--- src/rtl/cvt_9to16_if.sv ---
// Bus bundle for the 9-bit to 16-bit packetised bit-stream converter.
interface cvt_9to16_if;
  localparam int unsigned IN_W     = 9;
  localparam int unsigned OUT_W    = 16;
  localparam int unsigned IN_VB_W  = 4;
  localparam int unsigned OUT_VB_W = 5;

  logic [IN_W-1:0]     data_in;
  logic                data_in_valid;
  logic                data_in_sop;
  logic                data_in_eop;
  logic [IN_VB_W-1:0]  data_in_valid_bits;
  logic [OUT_W-1:0]    data_out;
  logic                data_out_valid;
  logic [OUT_VB_W-1:0] data_out_valid_bits;

  // Producer/consumer side: drives the narrow stream, observes packed words.
  modport master (
    output data_in, data_in_valid, data_in_sop, data_in_eop, data_in_valid_bits,
    input  data_out, data_out_valid, data_out_valid_bits
  );

  // Converter side.
  modport slave (
    input  data_in, data_in_valid, data_in_sop, data_in_eop, data_in_valid_bits,
    output data_out, data_out_valid, data_out_valid_bits
  );
endinterface

--- src/rtl/cvt_9to16.sv ---
// Packs 0..9-bit input words into 16-bit output words, flushing partial
// words at end of packet with an explicit valid-bit count.
module cvt_9to16 #(
  parameter int unsigned IN_W  = 9,
  parameter int unsigned OUT_W = 16
) (
  input  logic         clk,
  input  logic         rstn,
  cvt_9to16_if.slave   bus_s
);

  localparam int unsigned ACC_W = OUT_W + IN_W - 1;
  localparam int unsigned CNT_W = 5;
  localparam int unsigned NB_W  = 4;

  logic [ACC_W-1:0] acc_q, acc_d;
  logic [CNT_W-1:0] cnt_q, cnt_d;
  logic             flush_q, flush_d;
  logic [OUT_W-1:0] dout_q, dout_d;
  logic             dval_q, dval_d;
  logic [CNT_W-1:0] dvb_q, dvb_d;

  logic [NB_W-1:0]  n_c;
  logic [IN_W-1:0]  in_bits_c;
  logic [ACC_W-1:0] base_acc_c;
  logic [CNT_W-1:0] base_cnt_c;
  logic [ACC_W-1:0] merged_c;
  logic [CNT_W-1:0] total_c;

  // Clamp the bit count, mask unused input bits and append at position cnt.
  always_comb begin
    if (!bus_s.data_in_valid) begin
      n_c = '0;
    end else if (bus_s.data_in_valid_bits > NB_W'(IN_W)) begin
      n_c = NB_W'(IN_W);
    end else begin
      n_c = bus_s.data_in_valid_bits;
    end
    in_bits_c  = bus_s.data_in & IN_W'((10'd1 << n_c) - 10'd1);
    base_acc_c = bus_s.data_in_sop ? '0 : acc_q;
    base_cnt_c = bus_s.data_in_sop ? '0 : cnt_q;
    merged_c   = base_acc_c | (ACC_W'(in_bits_c) << base_cnt_c);
    total_c    = base_cnt_c + CNT_W'(n_c);
  end

  // Next state: residue flush takes priority, then full-word emit, then eop.
  always_comb begin
    acc_d   = acc_q;
    cnt_d   = cnt_q;
    flush_d = 1'b0;
    dout_d  = '0;
    dval_d  = 1'b0;
    dvb_d   = '0;
    if (flush_q) begin
      dval_d  = 1'b1;
      dout_d  = OUT_W'(acc_q);
      dvb_d   = cnt_q;
      acc_d   = ACC_W'(in_bits_c);
      cnt_d   = CNT_W'(n_c);
      flush_d = bus_s.data_in_valid && bus_s.data_in_eop && (n_c != '0);
    end else if (bus_s.data_in_valid) begin
      if (total_c >= CNT_W'(OUT_W)) begin
        dval_d  = 1'b1;
        dout_d  = merged_c[OUT_W-1:0];
        dvb_d   = CNT_W'(OUT_W);
        acc_d   = merged_c >> OUT_W;
        cnt_d   = total_c - CNT_W'(OUT_W);
        flush_d = bus_s.data_in_eop && (total_c != CNT_W'(OUT_W));
      end else if (bus_s.data_in_eop) begin
        acc_d = '0;
        cnt_d = '0;
        if (total_c != '0) begin
          dval_d = 1'b1;
          dout_d = merged_c[OUT_W-1:0];
          dvb_d  = total_c;
        end
      end else begin
        acc_d = merged_c;
        cnt_d = total_c;
      end
    end
  end

  // State and output registers with synchronous active-low reset.
  always_ff @(posedge clk) begin
    if (!rstn) begin
      acc_q   <= '0;
      cnt_q   <= '0;
      flush_q <= 1'b0;
      dout_q  <= '0;
      dval_q  <= 1'b0;
      dvb_q   <= '0;
    end else begin
      acc_q   <= acc_d;
      cnt_q   <= cnt_d;
      flush_q <= flush_d;
      dout_q  <= dout_d;
      dval_q  <= dval_d;
      dvb_q   <= dvb_d;
    end
  end

  assign bus_s.data_out            = dout_q;
  assign bus_s.data_out_valid      = dval_q;
  assign bus_s.data_out_valid_bits = dvb_q;

endmodule

--- src/flat_wrapper.sv ---
// flat-port wrapper written by rule: the top's interface ports become plain ports
module cvt_9to16_flat 
#(
  parameter int unsigned IN_W  = 9,
  parameter int unsigned OUT_W = 16
)
  (clk, rstn, bus_s_data_in, bus_s_data_in_valid, bus_s_data_in_sop, bus_s_data_in_eop, bus_s_data_in_valid_bits, bus_s_data_out, bus_s_data_out_valid, bus_s_data_out_valid_bits);
  cvt_9to16_if bus_s_i ();
  input  logic clk;
  input  logic rstn;
  input wire logic [$bits(bus_s_i.data_in)-1:0] bus_s_data_in;
  input wire logic [$bits(bus_s_i.data_in_valid)-1:0] bus_s_data_in_valid;
  input wire logic [$bits(bus_s_i.data_in_sop)-1:0] bus_s_data_in_sop;
  input wire logic [$bits(bus_s_i.data_in_eop)-1:0] bus_s_data_in_eop;
  input wire logic [$bits(bus_s_i.data_in_valid_bits)-1:0] bus_s_data_in_valid_bits;
  output wire logic [$bits(bus_s_i.data_out)-1:0] bus_s_data_out;
  output wire logic [$bits(bus_s_i.data_out_valid)-1:0] bus_s_data_out_valid;
  output wire logic [$bits(bus_s_i.data_out_valid_bits)-1:0] bus_s_data_out_valid_bits;
  assign bus_s_i.data_in = bus_s_data_in;
  assign bus_s_i.data_in_valid = bus_s_data_in_valid;
  assign bus_s_i.data_in_sop = bus_s_data_in_sop;
  assign bus_s_i.data_in_eop = bus_s_data_in_eop;
  assign bus_s_i.data_in_valid_bits = bus_s_data_in_valid_bits;
  assign bus_s_data_out = bus_s_i.data_out;
  assign bus_s_data_out_valid = bus_s_i.data_out_valid;
  assign bus_s_data_out_valid_bits = bus_s_i.data_out_valid_bits;
  cvt_9to16 #(.IN_W(IN_W), .OUT_W(OUT_W)) u_core (.clk(clk), .rstn(rstn), .bus_s(bus_s_i));
endmodule
--- config.mk ---
export PLATFORM = sky130hd
export DESIGN_NAME = cvt_9to16_flat
export DESIGN_NICKNAME = d
export VERILOG_FILES = /design/src/rtl/cvt_9to16_if.sv /design/src/rtl/cvt_9to16.sv /design/src/flat_wrapper.sv
export SDC_FILE = /design/constraint.sdc
export NUM_CORES = 1
export LEC_CHECK = 0
export ABC_CLOCK_PERIOD_IN_PS = 3300
export CAP_MARGIN = 20
export CORE_UTILIZATION = 35
export CTS_CLUSTER_SIZE = 40
export DETAILED_ROUTE_END_ITERATION = 8
export PLACE_DENSITY = 0.53
export SETUP_SLACK_MARGIN = 0.2
export SLEW_MARGIN = 0
export SYNTH_ARGS = -nofsm -noshare
export SYNTH_HDL_FRONTEND = slang
export SYNTH_SLANG_ARGS = --single-unit
--- constraint.sdc ---
create_clock -name clk -period 3.3 [get_ports clk]
set_input_delay 0.495 -clock clk [delete_from_list [all_inputs] [get_ports clk]]
set_output_delay 0.495 -clock clk [all_outputs]
set_load 0.01 [all_outputs]
Word-level counts from Yosys, hierarchy flattened

Index checks and enable logic that the tools add are counted.

Input bits: 18
Output and inout port bits: 22
Flip-flop bits (word level): 52

Bitwise operators: 3
Order comparisons: 2
Eq/ne operators: 1
Reductions and logical operators: 7
Muxes and demuxes: 30
Shift-type cells: 2
Add/subtract/negate cells: 3

Operators with widths:

| kind                  | number |
|---|---|
| $mux W16              | 5 |
| $mux W24              | 3 |
| $mux W5               | 8 |
| $or A24 B24 Y24       | 1 |
| $shl A9 B5 Y24        | 1 |
| $mux W9               | 2 |
| $mux W4               | 4 |
| $and A9 B9 Y9         | 1 |
| $shl A1 B4 Y9 const A | 1 |
| $sub A9 B1 Y9 const B | 1 |
| $mux W1               | 8 |
| $add A5 B4 Y5         | 1 |
| $ge A5 B5 Y1 const B  | 1 |
| $ne A5 B5 Y1 const B  | 1 |
| $reduce_bool A5 Y1    | 1 |
| $sub A5 B5 Y5 const B | 1 |
| $gt A4 B4 Y1 const B  | 1 |
| $reduce_bool A4 Y1    | 1 |
| $logic_and A1 B1 Y1   | 3 |
| $reduce_bool A2 Y1    | 1 |
| $reduce_or A2 Y1      | 1 |
| $not A1 Y1            | 1 |

Logic depth before layout (Yosys ltp)

Depth in word-level cells: 13
Gate-level depth with buffers: 14

Least setup slack after synthesis

OpenSTA, ideal clock, no wires.

Kind: input to register
From: input port bus_s_data_in_sop
To: register u_core.dout_q[11], in the netlist u_core.bus_s.data_out[11]
Buffers on the path: 2
Arrival: 2.833 ns
Data required time: 3.183 ns
Setup slack: 0.350 ns
Cell stages on the path: 12
Library setup time: 0.117 ns
Path through: nand2b_1 -> buf_4 -> inv_2 -> buf_4 -> ha_1 -> fa_1 -> or2_2 -> nor3_1 -> mux2i_1 -> a2bb2oi_2 -> o21bai_2 -> a22o_1

Cells in the longest elaborated chain, start to end: 8
Elaborated cells between the ends (all ways): 12
Classes of those cells: add/sub: 1; order compare: 1; shift: 1; mux: 7; bitwise: 1; reduce/logical: 1

Ends and longest elaborated chain:

| element                                               | line               | RTL |
|---|---|---|
| from (decl)                                           | flat_wrapper.sv:13 | `input wire logic [$bits(bus_s_i.data_in_sop)-1:0] bus_s_data_in_sop;` |
| branches (longest 5 deep; another with $add A5 B4 Y5) | n/a                |  |
| $mux W16 *                                            | cvt_9to16.sv:62    | `if (total_c >= CNT_W'(OUT_W)) begin` |
| $mux W16 *                                            | cvt_9to16.sv:61    | `end else if (bus_s.data_in_valid) begin` |
| $mux W16 *                                            | cvt_9to16.sv:54    | `if (flush_q) begin` |
| to (signal assigned)                                  | cvt_9to16.sv:97    | `dout_q <= dout_d;` |
| to (decl)                                             | cvt_9to16.sv:19    | `logic [OUT_W-1:0] dout_q, dout_d;` |

Every way passes the cells marked *.
A chain may end at the register's enable or synchronous reset.

Worst setup path in the final report

From: input port bus_s_data_in_valid_bits[1]
To: register u_core.acc_q[3]

Cells in the longest elaborated chain, start to end: 12
Elaborated cells between the ends (all ways): 14
Classes of those cells: add/sub: 2; order compare: 2; shift: 2; mux: 6; bitwise: 2

Ends and longest elaborated chain:

| element              | line               | RTL |
|---|---|---|
| from (decl)          | flat_wrapper.sv:15 | `input wire logic [$bits(bus_s_i.data_in_valid_bits)-1:0] bus_s_data_in_valid_bits;` |
| $gt A4 B4 Y1         | cvt_9to16.sv:34    | `end else if (bus_s.data_in_valid_bits > NB_W'(IN_W)) begin` |
| $mux W4 *            | cvt_9to16.sv:34    |  |
| $mux W4 *            | cvt_9to16.sv:32    | `if (!bus_s.data_in_valid) begin` |
| $shl A1 B4 Y9        | cvt_9to16.sv:39    | `in_bits_c = bus_s.data_in & IN_W'((10'd1 << n_c) - 10'd1);` |
| $sub A9 B1 Y9        | cvt_9to16.sv:39    |  |
| $and A9 B9 Y9        | cvt_9to16.sv:39    |  |
| $shl A9 B5 Y24       | cvt_9to16.sv:42    | `merged_c = base_acc_c \| (ACC_W'(in_bits_c) << base_cnt_c);` |
| $or A24 B24 Y24      | cvt_9to16.sv:42    |  |
| $mux W24             | cvt_9to16.sv:69    | `end else if (bus_s.data_in_eop) begin` |
| $mux W24             | cvt_9to16.sv:62    |  |
| $mux W9              | cvt_9to16.sv:61    |  |
| $mux W9 *            | cvt_9to16.sv:54    |  |
| to (signal assigned) | cvt_9to16.sv:87    | `acc_q <= '0;` |
| to (signal assigned) | cvt_9to16.sv:94    | `acc_q <= acc_d;` |
| to (decl)            | cvt_9to16.sv:16    | `logic [ACC_W-1:0] acc_q, acc_d;` |

Every way passes the cells marked *; elsewhere a longest branch is shown, timed or not. The select of a mux whose other input is x is not followed.

==> reports/metrics.cfg <==
[die]
chipHeight_um=106.2
ios=40
rows=37
initial_core_util_pct=36.50
die_area_um2=11280
die_w_um=106.2
coreArea_um2=10420

[synthesis]
synth_top_family_by_area=compound AO/OA/AOI/OAI gates
ys_types=85
synthArstFlopShare_pct=0
yosysTopAreaCell=dfxtp_1
synth_mux_area_share_pct=1.382
ys_ff_latch=52
yosys_warnings=0
synth-simple-area-share_pct=25.86
synth_top_area_share_pct=27.38
syn_inst=498
syn_avg_cell_area_um2=7.635
syn_nets=522
synth_edf_count=0
seq_area_frac_synth_pct=27.38
synth-compound-area-share_pct=36.13
synth_adder_area_share_pct=2.172
synth_flop_cell=dfxtp_1
synth.cell_area_um2=3802
synthXorXnorAreaFrac_pct=1.119
netlist_top_cells_area=dfxtp_1, a21oi_1, nand2_1

[setup_path]
timing.rr.end=u_core.bus_s.data_out[13]
crit_path_max_fanout=8
cp.arrival_ps=3170
required_ps=3550
start_kind=input port
rr_worst_depth=12
r2r_start=u_core.cnt_q[0]
regToRegSetupSlack_ps=470
criticalPathCategory=input port to register
worstSetupEndpointType=register

[detailed_routing]
routed_wirelength_um=15290
first_iter_violations=401
vias=4444
dr.pass1.iters=6
viasPerCell=5.933
drc=0
wl_per_cell_um=20.41
drtAntennaViolNets=0

[final_layout]
final_cell_mix=buf_4, nand2_1, dfxtp_1, nor2_1, a21oi_1
drive_gt1_share_pct=26.43
fin_nets=636
areaGrowthSynthToFinish_pct=37.48
diodes=0
fillCellCount=1036
mostFrequentLayoutCell=buf_4
final_area_um2=5228

[pwr]
power.total_uw=1436
power_leakage_uw=0.002012
ir_worst_vdd_v=0.0001665
pwr_density_cell_nw_per_um2=274.8

[hold_path]
hold_class=register to register
hold_end=u_core.acc_q[18]
worstHoldStart=u_core.acc_q[18]
min_path_cells=2

[grt]
gr-total-overflow=0
grt_pass1_vias=4204
grt.total_usage_pct=27.71
grt_pass1_wl_um=23720
grt_max_degree=33
antenna_found_initial=0

[cts]
clk_latency_ps=330
cts_tree=built
cts-root-buf=clkbuf_8
cts_max_level=2
cts_buffers=5
postCtsHoldBufs=0
path_clk_slew_ps=110
clk_path_buf_depth=2
cts.sinks=52

[sta]
fmax_mhz=342.5
final.setup.worst_slack_ps=380.0
drv_slew=0
period_needed_ps=2920
skew_ps=9.606
setup_viol=0
period_share_pct=88.49
worstMarginPinSlew_ps=701.6
setup_tns_ps=0
hold_viol_final=0
grt_setup_unrepaired=no
relSlewSlack_pct=52.87

[placement]
dp_slack_ps=-328.6
place_area_um2=4877
gp_congestion=0.9556
hpwlAfterDp_um=11760
io_buffers=39

[status]
outcome=finished, final reports clean

[job]
maxCapViolCount=0

## synth_stat cells (all sizes together) (9+ instances only)
master and count:
nand2 57, dfxtp 52, nor2 52, a21oi 48, o21ai 37, buf 16
inv 16, nor3 16, nand3 15, a22o 14, clkbuf 14, nand2b 14
o211ai 9
## what timing repair did
item,4_1_cts,5_1_grt
setup buffers,8,2
setup endpoints to repair,29,45
pin swaps,10,10
gates resized for setup,14,30
## worst max-delay path, stage by stage
cell	delay [ps]
dlygate4sd2_1	280
o21ai_1	250
a21oi_4	100
ha_2	200
fa_2	370
a21o_1	210
a21oi_4	270
xnor2_4	170
buf_4	200
inv_1	120
nand3_1	180
o311ai_1	320
## cell type report
class,count,area (um^2),area share (%)
tap,136,170.2,3.255
multi-input combinational,398,2703,51.70
timing repair buffer,137,1150,22.00
inverter,18,67.56,1.292
sequential,52,1041,19.91
clock buffer,5,68.82,1.316
clock inverter,3,27.53,0.5266
## cells by family after synthesis
logic type,Yosys count
AOI/OAI and AO/OA,185
xor gates and xnor gates,4
adders and majority gates,6
buffers and inverters,48
DFF,52
muxes,4
and+or+nand+nor,199
## metal layers
metal / global-route usage [%] / up-vias / routed length, um
met3: 3.924 / 35 / 1204
met5: 0 / - / 0
li1: - / 2087 / -
met1: 38.58 / 2115 / 6756
met4: 8.929 / 0 / 392
met2: 43.78 / 207 / 6935
## stage by stage
step	hold WS [ps]	util, %	instances
after CTS	464.5	48.84	747
after global routing	497.8	50.19	749
final	458.7	50.19	749
after global placement	435.6	46.82	731
after floorplan	417.3	-	498
after detailed placement	449.6	46.82	731
## how the worst max path moves through the flow
stage                                           start                         to  slack, ps
after global routing      bus_s_data_in_valid_bits[1]            u_core.acc_q[3]        210
after CTS                         bus_s_data_in_valid            u_core.acc_q[5]        200
after global placement    bus_s_data_in_valid_bits[0]            u_core.acc_q[1]       -280
after floorplan                     bus_s_data_in_sop  u_core.bus_s.data_out[11]        350
after detailed placement  bus_s_data_in_valid_bits[0]            u_core.acc_q[1]       -330
final                     bus_s_data_in_valid_bits[1]            u_core.acc_q[3]        380
## power breakdown
group	internal (uW)	switching, uW
clock network	156	248
logic	169	215
registers	639	9.04
total	965	472
## sequential cells by signal, summed over array words and instances (netlist names)
register / flops
u_core.flush_q: 1
u_core.acc_q: 24
u_core.bus_s.data_out: 16
u_core.cnt_q: 5
u_core.bus_s.data_out_valid_bits: 5
u_core.bus_s.data_out_valid: 1
No activity file was read; power rests on OpenSTA's default activity.
